`src/rtl/alu_stream_sequencer.sv`:
```
// Sequences the shared ALU across a block of words in data memory.
// Each element reads A (and B, in vector mode) through the synchronous read
// port, presents the operands to the ALU with the latched opcode, and
// writes the ALU result to the destination buffer.
//
// Ports:
//   clk, rst_n              clock (rising edge), async active-low reset
//   start, op, use_scalar   command strobe (sampled in IDLE), opcode, B source
//   scalar_b                scalar B operand
//   a_base/b_base/dst_base  buffer base addresses (wrap modulo 2^ADDR_WIDTH)
//   length                  element count, 0 allowed
//   busy, done, error       status: busy outside IDLE, done/error pulses
//   mem_rd_*                read port, data returns the cycle after mem_rd_en
//   mem_wr_*                write port; mem_wr_data forwards alu_out
//   alu_control, src_a/b    ALU opcode and registered operands
//   alu_out                 combinational ALU result
module alu_stream_sequencer #(
  parameter int unsigned WIDTH      = 32,
  parameter int unsigned ADDR_WIDTH = 16,
  parameter int unsigned LEN_WIDTH  = 8
) (
  input  logic                  clk,
  input  logic                  rst_n,
  input  logic                  start,
  input  logic [3:0]            op,
  input  logic                  use_scalar,
  input  logic [WIDTH-1:0]      scalar_b,
  input  logic [ADDR_WIDTH-1:0] a_base,
  input  logic [ADDR_WIDTH-1:0] b_base,
  input  logic [ADDR_WIDTH-1:0] dst_base,
  input  logic [LEN_WIDTH-1:0]  length,
  output logic                  busy,
  output logic                  done,
  output logic                  error,
  output logic                  mem_rd_en,
  output logic [ADDR_WIDTH-1:0] mem_rd_addr,
  input  logic [WIDTH-1:0]      mem_rd_data,
  output logic                  mem_wr_en,
  output logic [ADDR_WIDTH-1:0] mem_wr_addr,
  output logic [WIDTH-1:0]      mem_wr_data,
  output logic [3:0]            alu_control,
  output logic [WIDTH-1:0]      src_a,
  output logic [WIDTH-1:0]      src_b,
  input  logic [WIDTH-1:0]      alu_out
);

  localparam int unsigned OP_WIDTH = 4;
  localparam logic [OP_WIDTH-1:0] OP_NOP = 4'b1111;

  typedef enum logic [2:0] {
    S_IDLE = 3'd0,
    S_RD_A = 3'd1,
    S_RD_B = 3'd2,
    S_LD_B = 3'd3,
    S_WB   = 3'd4,
    S_FIN  = 3'd5
  } state_t;

  state_t state_q, state_d;

  logic [LEN_WIDTH-1:0]  idx_q, idx_d, len_q;
  logic [OP_WIDTH-1:0]   op_q, op_n;
  logic                  scalar_mode_q, scalar_mode_n;
  logic [WIDTH-1:0]      scalar_q;
  logic [ADDR_WIDTH-1:0] a_base_q, b_base_q, dst_base_q;
  logic [ADDR_WIDTH-1:0] a_base_n, b_base_n, dst_base_n;
  logic [ADDR_WIDTH-1:0] idx_addr;
  logic                  load_cfg;
  logic                  op_illegal;

  logic                  busy_d, done_d, error_d, rd_en_d, wr_en_d;
  logic [ADDR_WIDTH-1:0] rd_addr_d, wr_addr_d;
  logic [OP_WIDTH-1:0]   alu_ctrl_d;
  logic [WIDTH-1:0]      src_a_d, src_b_d;

  assign op_illegal = (op >= 4'b1011) && (op <= 4'b1110);

  // The ALU result is only valid while the WB opcode is applied, so the
  // write data is forwarded combinationally and gated by the write strobe.
  assign mem_wr_data = mem_wr_en ? alu_out : '0;

  // State register
  always_ff @(posedge clk or negedge rst_n) begin
    if (!rst_n) state_q <= S_IDLE;
    else        state_q <= state_d;
  end

  // Next state plus the output values for the state being entered, so the
  // registered outputs line up with the state they belong to.
  always_comb begin
    state_d       = state_q;
    idx_d         = idx_q;
    load_cfg      = 1'b0;
    error_d       = 1'b0;
    busy_d        = 1'b0;
    done_d        = 1'b0;
    rd_en_d       = 1'b0;
    rd_addr_d     = '0;
    wr_en_d       = 1'b0;
    wr_addr_d     = '0;
    alu_ctrl_d    = OP_NOP;
    src_a_d       = src_a;
    src_b_d       = src_b;
    op_n          = op_q;
    scalar_mode_n = scalar_mode_q;
    a_base_n      = a_base_q;
    b_base_n      = b_base_q;
    dst_base_n    = dst_base_q;
    idx_addr      = '0;

    case (state_q)
      S_IDLE: begin
        if (start) begin
          if (op_illegal) begin
            error_d = 1'b1;
          end else if (length == '0) begin
            state_d = S_FIN;
          end else begin
            state_d  = S_RD_A;
            idx_d    = '0;
            load_cfg = 1'b1;
          end
        end
      end
      S_RD_A: state_d = S_RD_B;
      S_RD_B: begin
        src_a_d = mem_rd_data;
        state_d = S_LD_B;
      end
      S_LD_B: begin
        src_b_d = scalar_mode_q ? scalar_q : mem_rd_data;
        state_d = S_WB;
      end
      S_WB: begin
        if (idx_q == len_q - LEN_WIDTH'(1)) begin
          state_d = S_FIN;
        end else begin
          idx_d   = idx_q + LEN_WIDTH'(1);
          state_d = S_RD_A;
        end
      end
      S_FIN:   state_d = S_IDLE;
      default: state_d = S_IDLE;
    endcase

    // Entering RD_A from IDLE must use the command inputs being latched now
    if (load_cfg) begin
      op_n          = op;
      scalar_mode_n = use_scalar;
      a_base_n      = a_base;
      b_base_n      = b_base;
      dst_base_n    = dst_base;
    end
    idx_addr = ADDR_WIDTH'(idx_d);
    busy_d   = (state_d != S_IDLE);

    case (state_d)
      S_RD_A: begin
        rd_en_d   = 1'b1;
        rd_addr_d = a_base_n + idx_addr;
      end
      S_RD_B: begin
        if (!scalar_mode_n) begin
          rd_en_d   = 1'b1;
          rd_addr_d = b_base_n + idx_addr;
        end
      end
      S_WB: begin
        alu_ctrl_d = op_n;
        wr_en_d    = 1'b1;
        wr_addr_d  = dst_base_n + idx_addr;
      end
      S_FIN:   done_d = 1'b1;
      default: ;
    endcase
  end

  // Latched command, element index and registered outputs
  always_ff @(posedge clk or negedge rst_n) begin
    if (!rst_n) begin
      idx_q         <= '0;
      len_q         <= '0;
      op_q          <= OP_NOP;
      scalar_mode_q <= 1'b0;
      scalar_q      <= '0;
      a_base_q      <= '0;
      b_base_q      <= '0;
      dst_base_q    <= '0;
      busy          <= 1'b0;
      done          <= 1'b0;
      error         <= 1'b0;
      mem_rd_en     <= 1'b0;
      mem_rd_addr   <= '0;
      mem_wr_en     <= 1'b0;
      mem_wr_addr   <= '0;
      alu_control   <= OP_NOP;
      src_a         <= '0;
      src_b         <= '0;
    end else begin
      if (load_cfg) begin
        len_q         <= length;
        op_q          <= op;
        scalar_mode_q <= use_scalar;
        scalar_q      <= scalar_b;
        a_base_q      <= a_base;
        b_base_q      <= b_base;
        dst_base_q    <= dst_base;
      end
      idx_q       <= idx_d;
      busy        <= busy_d;
      done        <= done_d;
      error       <= error_d;
      mem_rd_en   <= rd_en_d;
      mem_rd_addr <= rd_addr_d;
      mem_wr_en   <= wr_en_d;
      mem_wr_addr <= wr_addr_d;
      alu_control <= alu_ctrl_d;
      src_a       <= src_a_d;
      src_b       <= src_b_d;
    end
  end

endmodule
```
`config.mk`:
```
export PLATFORM = sky130hd
export DESIGN_NAME = alu_stream_sequencer
export DESIGN_NICKNAME = d
export VERILOG_FILES = /design/src/rtl/alu_stream_sequencer.sv
export SDC_FILE = /design/constraint.sdc
export NUM_CORES = 1
export LEC_CHECK = 0
export ABC_AREA = 1
export CAP_MARGIN = 20
export CORE_UTILIZATION = 49
export DETAILED_ROUTE_END_ITERATION = 8
export PLACE_DENSITY = 0.91
export SLEW_MARGIN = 0
export SYNTH_ARGS = -nofsm -noshare
export SYNTH_HDL_FRONTEND = slang
export SYNTH_SLANG_ARGS = --single-unit
```
`constraint.sdc`:
```
create_clock -name clk -period 5.25 [get_ports clk]
set_input_delay 0.7875 -clock clk [delete_from_list [all_inputs] [get_ports clk]]
set_output_delay 0.7875 -clock clk [all_outputs]
set_load 0.01 [all_outputs]
```
== Yosys cells after proc, flatten, opt, wreduce, memory -nomap -nowiden ==
Index checks and enable logic that the tools add are counted.

* Add/subtract/negate cells: 5
* Reduce and logical (&&, ||, !) cells: 4
* Order comparisons: 2
* Mux-type cells: 32
* Equality and inequality tests: 9

{| class="wikitable"
|+ Operators by type and width
! cell !! count
|-
| 2-to-1 mux 16 bit || 5
|-
| 2-to-1 mux 32 bit || 2
|-
| adder 16 x 8 -> 16 bit || 3
|-
| 2-to-1 mux 8 bit || 4
|-
| case mux 16 bit (2 select lines) || 1
|-
| case mux 8 bit (2 select lines) || 1
|-
| case mux 3 bit (5 select lines) || 1
|-
| 2-to-1 mux 3 bit || 4
|-
| 2-to-1 mux 1 bit || 11
|-
| == test 3 x 2 -> 1 bit (second input constant) || 3
|-
| == test 3 bit (second input constant) || 3
|-
| adder 8 x 1 -> 8 bit (second input constant) || 1
|-
| == test 8 bit || 1
|-
| zero test 8 bit || 1
|-
| 2-to-1 mux 4 bit || 2
|-
| subtractor 8 x 1 -> 8 bit (second input constant) || 1
|-
| == test 3 x 1 -> 1 bit (second input constant) || 2
|-
| greater-or-equal comparator 4 bit (second input constant) || 1
|-
| <= comparator 4 bit (second input constant) || 1
|-
| zero test 3 bit || 1
|-
| nonzero test 3 bit || 1
|-
| case mux 1 bit (2 select lines) || 1
|-
| logical AND 1 bit || 1
|}

* Output and inout bits: 137
* Word-level logic and storage cells: 71
* Register bits after elaboration: 209
* Bits of input ports: 160

== Depth between registers and ports, before layout ==
Gate-level depths: netlist (run 1).

* Depth in word-level cells: 9
* Gate-level depth with buffers: 34
* Gate-level depth less buffers: 33

== Least setup slack after synthesis (run 1) ==
Ideal clock, no wire load.

* Kind: input to register
* From: input port op[2]
* To: register mem_rd_addr[14]
* Data required time: 5.133 ns
* Arrival time: 4.009 ns
* Setup time: 0.117 ns
* Slack: 1.123 ns
* Buffers on the path: 5
* Stages: 31
* Cell sequence: inv_1 -> a21oi_1 -> o21ai_1 -> nand2_1 -> inv_2 -> nand2_2 -> buf_6 -> buf_6 -> clkbuf_1 -> buf_2 -> buf_2 -> nand2_1 -> nand2_1 -> ha_1 -> fa_1 -> nand2_1 -> inv_1 -> o21ai_0 -> nand2_1 -> nand2_1 -> nand2_1 -> a21oi_1 -> nor2_1 -> o21ai_0 -> nand2_1 -> nand4_1 -> nor2_1 -> nand2_1 -> o21ai_0 -> nand3_1 -> nand2_1

* Elaborated cells on any way between the ends: 21
* Those cells by class: add/sub (2); order compare (2); eq/ne (2); mux (14); reduce/logical (1)

{| class="wikitable"
|+ RTL lines
! item !! RTL line !! text
|-
| from (decl) || 25 || <nowiki>input logic [3:0] op,</nowiki>
|-
| greater-or-equal comparator 4 bit or <= comparator 4 bit (tied branches) || 76 || <nowiki>assign op_illegal = (op >= 4'b1011) && (op <= 4'b1110);</nowiki>
|-
| logical AND 1 bit * || 76 ||
|-
| 2-to-1 mux 1 bit * || 114 || <nowiki>if (op_illegal) begin</nowiki>
|-
| 2-to-1 mux 1 bit * || 113 || <nowiki>if (start) begin</nowiki>
|-
| 2-to-1 mux 1 bit * || 111 || <nowiki>case (state_q)</nowiki>
|-
| 2-to-1 mux 16 bit * || - ||
|-
| net a_base_n[0] || 66 || <nowiki>logic [ADDR_WIDTH-1:0] a_base_n, b_base_n, dst_base_n;</nowiki>
|-
| adder 16 x 8 -> 16 bit * || 160 || <nowiki>rd_addr_d = a_base_n + idx_addr;</nowiki>
|-
| case mux 16 bit (2 select lines) * || 157 || <nowiki>case (state_d)</nowiki>
|-
| net rd_addr_d[14] || 72 || <nowiki>logic [ADDR_WIDTH-1:0] rd_addr_d, wr_addr_d;</nowiki>
|-
| to (signal assigned) || 214 || <nowiki>mem_rd_addr <= rd_addr_d;</nowiki>
|-
| to (decl) || 36 || <nowiki>output logic [ADDR_WIDTH-1:0] mem_rd_addr,</nowiki>
|}

Mark *: on every way through the listed nets, which the timed path passes. The rest lies on a longest branch.
A chain may end at the register's enable or synchronous reset.

== Worst setup path after layout (run 1) ==
* From: register len_q[0]
* To: register mem_rd_addr[14]

* Elaborated cells on any way between the ends: 12
* Those cells by class: add/sub (3); eq/ne (3); mux (6)

{| class="wikitable"
|+ RTL lines
! item !! RTL line !! text
|-
| from (decl) || 61 || <nowiki>logic [LEN_WIDTH-1:0] idx_q, idx_d, len_q;</nowiki>
|-
| from (signal assigned) || 201 || <nowiki>len_q <= length;</nowiki>
|-
| subtractor 8 x 1 -> 8 bit * || 135 || <nowiki>if (idx_q == len_q - LEN_WIDTH'(1)) begin</nowiki>
|-
| == test 8 bit * || 135 ||
|-
| 2-to-1 mux 3 bit * || 135 ||
|-
| case mux 3 bit (5 select lines) * || 111 ||
|-
| net state_d[2] || 59 || <nowiki>state_t state_q, state_d;</nowiki>
|-
| == test 3 x 2 -> 1 bit or == test 3 x 1 -> 1 bit (tied branches) || 157 ||
|-
| case mux 16 bit (2 select lines) * || 157 ||
|-
| net rd_addr_d[14] || 72 ||
|}

Marks and branches as above.

==> results.tsv, run 1 <==
metric	value	unit
max_stage_delay	0.39	ns
fin_ws	0.599	ns
cts.clk_slew.worst_paths	0.06	ns
synth.distinct_cells	44	
end_kind	flop	
fin_worst_skew	0.0239	ns
p_leak	0.00749	µW
post_cts_buffers	0	
synth_top_family_by_area	simple AND/OR/NAND/NOR gates	
syn_nets	1570	
dieArea	22400	µm²
ys_ff_latch	209	
drc_errors	0	
cts_resized	0	
vdd_drop_max	250	µV
clock.fmax	0.215	GHz
crit_type	reg -> reg	
worst_pin_slew	1.01	ns
final.setup.tns	0	ns
nFillCells	1640	
arrival	5.05	ns
synth.avg_cell_area	7.73	µm²
finalCriticalPeriod	4.65	ns
startpoint_type	flop	
rows	53	
rsz0062_at_grt	no	
period_share	0.886	
wl	31.0	mm
grt-ovfl-total	0	
yosys.area.top_type	dfrtp_1	
cts_made_buffers	23	
hold_class	in -> async	
drtPass1Iterations	7	
die_w	150	µm
slew_violations	0	
coreArea	21200	µm²
drt_iter0_drc	618	
met2WireLength	15.1	mm
wire_per_inst	15.8	µm
numPortBuffers	296	
synthTopCellsByArea	dfrtp_1 47%, nand2_1 19%, inv_1 5.7%	
grt_max_degree	125	
grt_pass1_vias	9994	
cts.sink_count	209	
netlist_area	10700	µm²
cp.required	5.65	ns
synthCells	1383	
synth_compound_area_frac	0.0878	
power_density	542	nW/µm²
setup_viol_count_final	0	
final_cells	1962	
area_growth	36.9	%
synthTopCellsByCount	527 x nand2_1, 201 x dfrtp_1, 163 x inv_1, 112 x o21ai_0, 55 x nand3_1	
hpwl	22.5	mm
synth_fa_ha_area_frac	0.0337	
yosysSeqAreaShare	0.490	
cts-root-buf	clkbuf_16	
dp_slack	0.362	ns
async_flop_share	1.00	
htreeDepth	1	
hold_viol_final	0	
muxShareOfSynthArea	0.00187	
start_util	0.504	
drv_cap	0	
synth-edff-count	0	
clock_path_buffers	3	
synth.top_cell.area_share	0.471	
slew_headroom	0.329	
crit_path_frequent_cell	nand2_1	
synthSimpleGateAreaFrac	0.300	
antenna_found_initial	1	
cp_max_fo	7	
clk_latency	0.52	ns
hold_buffers	0	
status	complete, no violations	
finalNetCount	1856	
dp_cells	1919	
met1_length	12.5	mm
met3_wirelength	2.13	mm
highest_layer	met4	
ant_nets	0	
track_usage	0.278	
via_count	10100	
synthFlopType	dfrtp_1	
drive_gt1_frac	0.0819	
grt_pass1_wl	49.2	mm
crit_slowest_cell	fa_1	
place_congestion	0.953	
synth_xor_area_frac	0.00656	
cts_tree	done	
die_h	150	µm
yosysWarnings	0	
viasPerCell	5.17	
num_io_pins	297	
yosysMostFrequentCell	nand2_1	
-- worst max-delay path: cells and delay by family (launching register included) --
| family | cells | cell delay, ns |
|---|---|---|
| adders and majority gates | 3 | 0.93 |
| and+or+nand+nor | 20 | 2.05 |
| buffers and inverters | 4 | 0.33 |
| AOI/OAI and AO/OA | 5 | 0.84 |
| DFF | 1 | 0.38 |
-- final timing paths --
kind	cells past startpoint	slack [ns]	to	from
hold / removal	1	0.40	b_base_q[10]	rst_n
min in group clk	2	0.47	src_b[30]	src_b[30]
setup reg to reg	32	0.60	mem_rd_addr[14]	len_q[0]
hold reg to reg	2	0.47	src_b[30]	src_b[30]
max in group asynchronous	2	3.58	src_b[26]	rst_n
setup / recovery	32	0.60	mem_rd_addr[14]	len_q[0]
-- cell type report --
type	count	area, µm²	share of cell area
flip-flops and latches	209	5240	0.358
multi-input cells	956	4600	0.314
repair buffers	307	3050	0.208
clock buffers	34	677	0.0463
inverters	172	647	0.0442
well taps	275	344	0.0235
clock inverters	8	72.6	0.00496
diodes	1	2.50	0.000171
-- flip-flops by register name, indices dropped and copies added (netlist names), 3 cells and up --
name and cells:
scalar_q 32, state_q 3, len_q 8, alu_control 4, op_q 4, a_base_q 16
dst_base_q 16, b_base_q 16, mem_rd_addr 16, mem_wr_addr 16, idx_q 8, src_a 32
src_b 32
-- cell families after synthesis --
family / count (synthesis)
buffers and inverters: 218
xor gates and xnor gates: 8
and+or+nand+nor: 740
muxes: 2
adders and majority gates: 27
AOI/OAI and AO/OA: 179
DFF: 209
-- report_power, final --
part | total, µW | internal (µW) | switching (µW)
registers | 2710 | 2300 | 412
logic | 3630 | 1530 | 2110
clock network | 1590 | 944 | 647
-- stage by stage --
stage | power [µW] | util | cell area, µm² | hold slack [ns]
2_1_floorplan | 4820 | - | 10700 | 0.448
3_3_place_gp | 6170 | 0.654 | 13900 | 0.452
3_5_place_dp | 6330 | 0.654 | 13900 | 0.457
4_1_cts | 7970 | 0.690 | 14600 | 0.471
5_1_grt | 8520 | 0.690 | 14600 | 0.494
6_report | 7940 | 0.690 | 14600 | 0.399
-- layer usage --
metal | vias up | global-route usage
met3 | 84 | 0.0421
met1 | 4741 | 0.346
met5 | - | 0
met2 | 413 | 0.479
met4 | 0 | 0.120
li1 | 4904 | -
-- layout by cell type, fill, tap and decap left out, types with 10 or more instances in the layout --
master	Yosys	final
a21oi_1	37	37
buf_4	0	11
clkbuf_16	0	23
clkdlybuf4s50_1	0	295
dfrtp_1	201	200
ha_1	24	24
inv_1	163	162
nand2_1	527	527
nand2_2	18	17
nand3_1	55	55
nand3_2	10	10
nand4_1	15	15
nor2_1	54	54
o21ai_0	112	112
o21ai_1	16	16
or2_2	19	19
No activity file was read; power rests on OpenSTA's default activity.
==> inputs of run 2 (changes only) <==
--- a/config.mk
+++ b/config.mk
@@ -9,7 +9,7 @@
 export CAP_MARGIN = 20
 export CORE_UTILIZATION = 49
 export DETAILED_ROUTE_END_ITERATION = 8
-export PLACE_DENSITY = 0.91
+export PLACE_DENSITY_LB_ADDON = 0.3
 export SLEW_MARGIN = 0
 export SYNTH_ARGS = -nofsm -noshare
 export SYNTH_HDL_FRONTEND = slang
==> run 2 against run 1 <==
Net effect: combinational power is essentially flat; count of clock-buffer cells in the layout increased by 5; first-iteration DRC count is 19% lower; via count decreased by 2.7%; hold slack worse by 0.26 ns; core utilization is 0.11 points lower; global-route usage shrank 0.27 points; fmax increased by 5.1%; critical endpoint unchanged.
==> results.tsv, run 2 (synthesis gave the netlist of run 1 again) <==
metric	value	unit	change
antenna_cells	0		-1
htreeDepth	1		unchanged
cts_tree	done		
rows	53		unchanged
grt_pass1_wl	48.3	mm	-1.9%
final.setup.tns	0	ns	unchanged
fin_worst_skew	0.0114	ns	-0.0125 ns
drive_gt1_frac	0.0783		-0.00351
drt_iter0_drc	501		-19%
vdd_drop_max	283	µV	+13%
antenna_found_initial	0		-1
reg_top3	scalar_q x32, src_a x32, src_b x32		
track_usage	0.275		-0.00265
clock.fmax	0.226	GHz	+5.1%
period_share	0.843		-0.0434
rrSetupSlack	0.83	ns	+0.23 ns
fin_hold_ws	0.142	ns	-0.257 ns
startpoint_type	flop		
hold_class	in -> async		
finalCriticalPeriod	4.42	ns	-0.228 ns
max_stage_delay	0.40	ns	about the same
hpwl	22.3	mm	-0.80%
clk_latency	0.51	ns	about the same
power_density	538	nW/µm²	-0.91%
grt_pass1_vias	9670		-3.2%
crit_path_frequent_cell	nand2_1		
cts.sink_count	209		unchanged
drv_cap	0		unchanged
die_h	150	µm	unchanged
post_cts_buffers	0		unchanged
fin_ws	0.826	ns	+0.228 ns
viasPerCell	5.04		-2.6%
utilization	0.689		-0.00106
numPortBuffers	296		unchanged
cp.required	5.65	ns	about the same
wire_per_inst	15.7	µm	-0.99%
status	complete, no violations		
area_growth	36.7	%	
clock_path_buffers	3		unchanged
die_w	150	µm	unchanged
dieArea	22400	µm²	unchanged
cts.clk_slew.worst_paths	0.06	ns	about the same
cp_max_fo	7		unchanged
slew_headroom	0.323		-0.00537
dp_cells	1918		-0.052%
setup_viol_count_final	0		unchanged
layout_commonest_cell	nand2_1		
end_kind	flop		
start_util	0.504		unchanged
rsz0062_at_grt	no		
slew_violations	0		unchanged
crit_type	reg -> reg		
hold_buffers	0		unchanged
grt-ovfl-total	0		unchanged
num_io_pins	297		unchanged
final_cells	1960		-0.10%
reg2regPathDepth	30		-6.3%
cts_made_buffers	23		unchanged
place_congestion	0.937		-1.6%
worst_pin_slew	1.01	ns	+0.00806 ns
p_leak	0.00747	µW	-0.28%
nFillCells	1743		+6.3%
r2r_end	mem_rd_addr[14]		
via_count	9872		-2.7%
grt_max_degree	128		+2.4%
arrival	4.82	ns	-0.23 ns
drc_errors	0		unchanged
wl	30.7	mm	-1.1%
ant_nets	0		unchanged
finalNetCount	1856		unchanged
drtPass1Iterations	4		-3
cts_resized	0		unchanged
cts-root-buf	clkbuf_16		
crit_slowest_cell	fa_1		
dp_slack	0.388	ns	+0.0266 ns
coreArea	21200	µm²	unchanged
layout_common_cells	527 x nand2_1, 295 x clkdlybuf4s50_1, 200 x dfrtp_1		
r2r-start	len_q[0]		
hold_viol_final	0		unchanged
## run 2: cell type report
cell class	count	area, µm²	area share
Timing Repair Buffer	307	3070	0.210
Clock inverter	2	13.8	0.000942
Multi-Input combinational cell	956	4600	0.315
Clock buffer	39	696	0.0476
Sequential cell	209	5240	0.359
Tap cell	275	344	0.0235
Inverter	172	647	0.0443
## run 2: worst max path at each step
stage	startpoint	endpoint
after global routing	len_q[0]	mem_rd_addr[14]
final	len_q[0]	mem_rd_addr[14]
after global placement	op[0]	mem_rd_addr[14]
after floorplan	op[2]	mem_rd_addr[14]
after CTS	len_q[0]	mem_rd_addr[14]
after detailed placement	op[0]	mem_rd_addr[13]
## run 2: per-layer routing
layer,GRT usage,wire [µm],up-vias
met3,0.0454,2140,52
met1,0.341,12400,4553
li1,-,-,4905
met2,0.483,15100,362
met4,0.0970,1030,0
met5,0,0,-
## run 2: power by group
part | switching, µW | leakage [µW] | total [µW] | internal [µW]
registers | 399 | 0.00261 | 2700 | 2300
logic | 2100 | 0.00452 | 3620 | 1530
clock network | 634 | 0.000347 | 1530 | 895
total | 3130 | 0.00747 | 7850 | 4720
## run 2: critical path: cells and delay by family, from the launching register on
family	cells	cell delay, ns
AO/OA/AOI/OAI	5	0.78
adder cells (fa/ha/maj)	3	0.95
buffers and inverters	3	0.26
flip-flops	1	0.38
AND/OR/NAND/NOR	19	1.96
## run 2: through the flow
step                total power, µW  cell area (µm²)
finish                         7850            14600
global route                   8450            14600
CTS                            7890            14600
detailed placement             6320            13900
global placement               6210            13900
floorplan                      4820            10700
